==> src/rtl/rc4_phase_controller.sv <==
// Sequencer for one RC4 key-trial datapath: init -> shuffle -> decrypt, with S-memory muxing.
// Optional multi-key search is compiled in with `define RC4_KEY_SEARCH_EN.
module rc4_phase_controller #(
    parameter int KEY_WIDTH  = 24,
    parameter int ADDR_WIDTH = 8
) (
    input  logic                  CLOCK_50,
    input  logic                  reset,
    input  logic                  start,
    input  logic [KEY_WIDTH-1:0]  key_in,
    input  logic [KEY_WIDTH-1:0]  key_limit,
    input  logic                  init_done,
    input  logic                  shuffle_done,
    input  logic                  decrypt_done,
    input  logic                  decrypt_pass,
    output logic                  init_reset,
    output logic                  shuffle_reset,
    output logic                  decrypt_reset,
    input  logic [ADDR_WIDTH-1:0] init_addr,
    input  logic [7:0]            init_wdata,
    input  logic                  init_wren,
    input  logic [ADDR_WIDTH-1:0] shuf_addr,
    input  logic [7:0]            shuf_wdata,
    input  logic                  shuf_wren,
    input  logic [ADDR_WIDTH-1:0] dec_addr,
    input  logic [7:0]            dec_wdata,
    input  logic                  dec_wren,
    output logic [ADDR_WIDTH-1:0] s_addr,
    output logic [7:0]            s_wdata,
    output logic                  s_wren,
    output logic [KEY_WIDTH-1:0]  current_key,
    output logic                  busy,
    output logic                  key_found,
    output logic                  search_failed
);

    typedef enum logic [2:0] {
        S_IDLE,
        S_INIT_RUN,
        S_SHUFFLE_RUN,
        S_DECRYPT_RUN,
        S_NEXT_KEY,
        S_FOUND,
        S_FAILED
    } state_t;

    state_t state_q, state_d;
    logic   start_accept;

    assign start_accept = start &&
        (state_q == S_IDLE || state_q == S_FOUND || state_q == S_FAILED);

`ifdef RC4_KEY_SEARCH_EN
    logic [KEY_WIDTH-1:0] key_limit_q;
    logic                 key_at_limit;

    // >= also covers all-ones, so the key never wraps to zero
    assign key_at_limit = (current_key >= key_limit_q);
`else
    logic unused_key_limit;
    assign unused_key_limit = ^key_limit;
`endif

    always_ff @(posedge CLOCK_50) begin
        if (reset) begin
            state_q     <= S_IDLE;
            current_key <= '0;
`ifdef RC4_KEY_SEARCH_EN
            key_limit_q <= '0;
`endif
        end else begin
            state_q <= state_d;
            if (start_accept) begin
                current_key <= key_in;
`ifdef RC4_KEY_SEARCH_EN
                key_limit_q <= key_limit;
`endif
            end
`ifdef RC4_KEY_SEARCH_EN
            if (state_q == S_NEXT_KEY && !key_at_limit)
                current_key <= current_key + KEY_WIDTH'(1);
`endif
        end
    end

    always_comb begin
        state_d = state_q;
        unique case (state_q)
            S_IDLE, S_FOUND, S_FAILED:
                if (start) state_d = S_INIT_RUN;
            S_INIT_RUN:
                if (init_done) state_d = S_SHUFFLE_RUN;
            S_SHUFFLE_RUN:
                if (shuffle_done) state_d = S_DECRYPT_RUN;
            S_DECRYPT_RUN:
                if (decrypt_done) state_d = decrypt_pass ? S_FOUND : S_NEXT_KEY;
            S_NEXT_KEY: begin
`ifdef RC4_KEY_SEARCH_EN
                state_d = key_at_limit ? S_FAILED : S_INIT_RUN;
`else
                state_d = S_FAILED;
`endif
            end
            default:
                state_d = S_IDLE;
        endcase
    end

    // Result flags are the terminal states themselves: they hold until reset or the next start
    always_comb begin
        init_reset    = (state_q != S_INIT_RUN);
        shuffle_reset = (state_q != S_SHUFFLE_RUN);
        decrypt_reset = (state_q != S_DECRYPT_RUN);
        busy          = (state_q == S_INIT_RUN) || (state_q == S_SHUFFLE_RUN) ||
                        (state_q == S_DECRYPT_RUN) || (state_q == S_NEXT_KEY);
        key_found     = (state_q == S_FOUND);
        search_failed = (state_q == S_FAILED);
    end

    always_comb begin
        s_addr  = '0;
        s_wdata = '0;
        s_wren  = 1'b0;
        unique case (state_q)
            S_INIT_RUN: begin
                s_addr  = init_addr;
                s_wdata = init_wdata;
                s_wren  = init_wren;
            end
            S_SHUFFLE_RUN: begin
                s_addr  = shuf_addr;
                s_wdata = shuf_wdata;
                s_wren  = shuf_wren;
            end
            S_DECRYPT_RUN: begin
                s_addr  = dec_addr;
                s_wdata = dec_wdata;
                s_wren  = dec_wren;
            end
            default: ;
        endcase
    end

endmodule

==> config.mk <==
export PLATFORM = sky130hd
export DESIGN_NAME = rc4_phase_controller
export DESIGN_NICKNAME = d
export VERILOG_FILES = /design/src/rtl/rc4_phase_controller.sv
export SDC_FILE = /design/constraint.sdc
export NUM_CORES = 1
export LEC_CHECK = 0
export BUFFER_PORTS_ARGS = -buffer_cell sky130_fd_sc_hd__buf_4
export CAP_MARGIN = 40
export CORE_ASPECT_RATIO = 0.75
export CORE_MARGIN = 4
export CORE_UTILIZATION = 40
export DETAILED_ROUTE_END_ITERATION = 10
export PLACE_DENSITY = 0.94
export SLEW_MARGIN = 10
export SYNTH_ARGS = -nofsm -noshare
export SYNTH_HDL_FRONTEND = slang
export SYNTH_SLANG_ARGS = --single-unit
export TNS_END_PERCENT = 100
==> constraint.sdc <==
create_clock -name CLOCK_50 -period 2.35 [get_ports CLOCK_50]
set_input_delay 0.1175 -clock CLOCK_50 [delete_from_list [all_inputs] [get_ports CLOCK_50]]
set_output_delay 0.1175 -clock CLOCK_50 [all_outputs]
set_load 0.02 [all_outputs]
==> metrics.md <==
| Metric | Value |
|---|---|
| Synth Area in XOR/XNOR | around 1.1% |
| Average size of a mapped cell | between 8 and 9 sq um |
| Vias | ~1900 |
| WL final | 5262 um |
| Port bufs | 128 |
| CP required | approximately 2.2 ns |
| Final hold slack | 0.04563 ns |
| Vias per inst | approximately 5.0 |
| Worst r2r path cells | 5 |
| Setup crit end kind | output pin |
| Post-CTS Setup Bufs | 0 |
| Rel. slew slack | 51.55% |
| Layout cells sized above 1 | about half |
| Mapped Cells | 201 |
| Hold_sp | reset |
| Max-cap violation count | 0 |
| Ys Warns | 0 |
| Post-layout nets | 427 |
| Antenna cells | 0 |
| Crit-path max FO | 18 |
| Status | finished clean |
| Die Area | between 5000 and 6000 sq um |
| Post-Layout Cell Count | between 300 and 400 |
| Worst R2R Setup Slack | 0.59 ns |
| Clk_skew | 0.001676 ns |
| Final setup vio count | 0 |
| Synthesized Nets | about 310 |
| Avg WL per Cell | around 14 um |
| RSZ-0062 raised after global routing | no |
| Adder-Cell Fraction of Synth Area | 0% |
| Worst r2r dst | state_q[2] |
| DR pass1 iterations | 4 |
| Clock slew at reported path FFs | around 0.080 ns |
| Max Freq | just over 0.5 GHz |
| H-tree levels | 1 |
| DIE HEIGHT | around 64 um |
| Synth Area in Compound Gates | 12.52% |
| FF+latch count, synth | 27 |
| Setup tns final | 0 ns |
| Placement Cell Area | approximately 2600 sq um |
| CTS tree | yes |
| Core box area | 3827 sq um |
| Largest net degree at the start of global routing | between 50 and 60 |
| Drt initial violations | 73 |
| Post-Synth Simple-Gate Area | roughly a fifth |
| HPWL Detailed | about 4200 um |
| Post-CTS Hold Buffers | 0 |
| Worst Max-Slew Pin Slew | about 0.73 ns |
| Minimum clock period | about 2.0 ns |
| Arr. time, crit path | 1.86 ns |
| Chip Width | roughly 80 um |
| Routed Antenna Nets | 0 |
| Post-CTS Resized | 0 |
| Final Max Slew Viols | 0 |
| Main combinational cell family by area after synthesis | multiplexers |
| Initial antenna violation count | 0 |
| Area leader, netlist | dfxtp_1 |
| GRT overflow | 0 |
| Peak VDD IR | approximately 0.00044 V |
| Hold path depth | 2 |
| Vias in the first global route | about 1800 |
| Hold Path Class | in2reg |
| FF+latch area | around 540 sq um |
| Startpoint type of the worst setup path | register |
| Clk Tree Root Cell | clkbuf_8 |
| Top-area cell type share of the netlist area | about a third |
| Final Cycle Share | a little over four fifths |
| Setup CP Type | reg2out |
| Synth top area cells | dfxtp_1, mux2i_1, mux2_2, nand2_1, a22oi_1 |
| Area delta synth->final | 60.71% |
| # fillers | 317 |
| GPL Wtd Cong | ~0.85 |
| Unique masters post-synth | 30 |
| Leak pwr | about 1.3 nW |
| Design area | between 2000 and 3000 sq um |
| I/O pins | about 150 |
| GRT Overall Usage | 19.21% |
| Worst slack, placed | 0.6436 ns |
| Num CTS Buffers | 3 |
| CP Launch Point | state_q[0] |
| Multiplexer share of the synthesized area | about a quarter |
| Row cnt | 19 |
| Pwr per Cell Area | ~750 nW/um^2 |
| First-pass GRT wire length | 8114 um |
| Sink Count | 27 |
| CTS Buffer Depth | 2 |
| Drc violations | 0 |
| Hold EP | state_q[1] |
| Sequential area share after synthesis | 32.58% |
| Initial Util | between 40% and 50% |
| Mapped Area | 1659 sq um |
| Area of the multi-input gates | a little over 1000 sq um |
| Final hold vios | 0 |
| Clk Latency, worst-skew pair | 0.26 ns |
| Dpl cells | 368 |
| Reg-to-Reg Start | state_q[0] |
| Final worst setup slack | 0.3720 ns |
## worst max-delay path, cell delays in order, from the launching register on
cell and delay, ns:
dfxtp_1 0.46, nor2_2 0.64, a22oi_1 0.20, nor2_1 0.13
buf_4 0.16
## per-layer routing
layer  part of all wire [%]  GRT usage [%]
met1                     38          22.10
met2                     54          36.50
met3                    6.2          3.230
met4                    1.4          3.942
met5                      0              0
## layout make-up
class,instances,area share [%]
Multi-Input combinational cell,153,37.73
Sequential cell,27,20.27
Inverter,3,0.4223
Timing Repair Buffer,133,37.45
Tap cell,52,2.440
Clock buffer,4,1.689
## per-stage QoR
stage | total power, mW | util [%]
final | 2.005 | 69.66
after CTS | 2.026 | 69.66
after global routing | 2.133 | 69.66
after detailed placement | 1.769 | 68.49
after global placement | 1.743 | 68.49
after floorplan | 1.336 | -
## cells by family (layout without fill, tap and decap cells)
logic type,Yosys count,in the layout
muxes,42,42
xor gates and xnor gates,2,2
and+or+nand+nor,81,81
AOI/OAI and AO/OA,28,28
buffers and inverters,21,140
DFF,27,27
## placed cells by master (no fill, tap or decap)
| cell | synthesis | routed |
|---|---|---|
| clkbuf_1 | 7 | 1 |
| xor2_1 | 1 | 1 |
| o211ai_1 | 1 | 1 |
| clkbuf_8 | 0 | 3 |
| nor2_2 | 1 | 1 |
| and3_4 | 1 | 1 |
| nor3_1 | 2 | 2 |
| inv_1 | 1 | 1 |
| buf_4 | 1 | 133 |
| mux2i_1 | 25 | 25 |
| nand2_1 | 49 | 49 |
| mux2_2 | 17 | 17 |
| xnor2_1 | 1 | 1 |
| o31ai_1 | 2 | 2 |
| and2_1 | 1 | 1 |
| nor4_1 | 1 | 1 |
| a211o_1 | 1 | 1 |
| a22oi_1 | 18 | 18 |
| inv_2 | 2 | 2 |
| or3_1 | 1 | 1 |
| a21oi_1 | 3 | 3 |
| dfxtp_1 | 27 | 27 |
| nor3b_1 | 1 | 1 |
| nor2_1 | 22 | 22 |
| o21a_1 | 2 | 2 |
| o221a_2 | 1 | 1 |
| nand3b_1 | 1 | 1 |
| or4bb_1 | 1 | 1 |
## how the worst max path moves through the flow
stage | end | slack [ns]
3_3_place_gp | state_q[2] | 0.67
6_report | s_wren | 0.37
4_1_cts | s_wren | 0.38
5_1_grt | s_wren | 0.21
2_1_floorplan | s_addr[2] | 0.91
3_5_place_dp | state_q[2] | 0.64
## report_power, final
group	internal, mW	total, mW	switching [mW]
Sequential	0.533	0.597	0.0638
Clock	0.121	0.250	0.129
Combinational	0.554	1.16	0.604
Total	1.21	2.00	0.797
## flip-flops by register name, indices dropped and copies added, names as in the netlist
name / count
current_key: 24
state_q: 3
## cells in the mapped netlist
library cell / number
and2_1: 1
a21oi_1: 3
nor2_2: 1
a22oi_1: 18
o221a_2: 1
o211ai_1: 1
nor2_1: 22
and3_4: 1
or3_1: 1
inv_1: 1
o31ai_1: 2
xor2_1: 1
a211o_1: 1
buf_6: 3
nand3b_1: 1
or4bb_1: 1
nor3_1: 2
buf_4: 1
xnor2_1: 1
buf_2: 6
buf_1: 1
o21a_1: 2
clkbuf_1: 7
dfxtp_1: 27
mux2_2: 17
nor4_1: 1
inv_2: 2
nor3b_1: 1
nand2_1: 49
mux2i_1: 25
(Power assumes the default switching activity.)
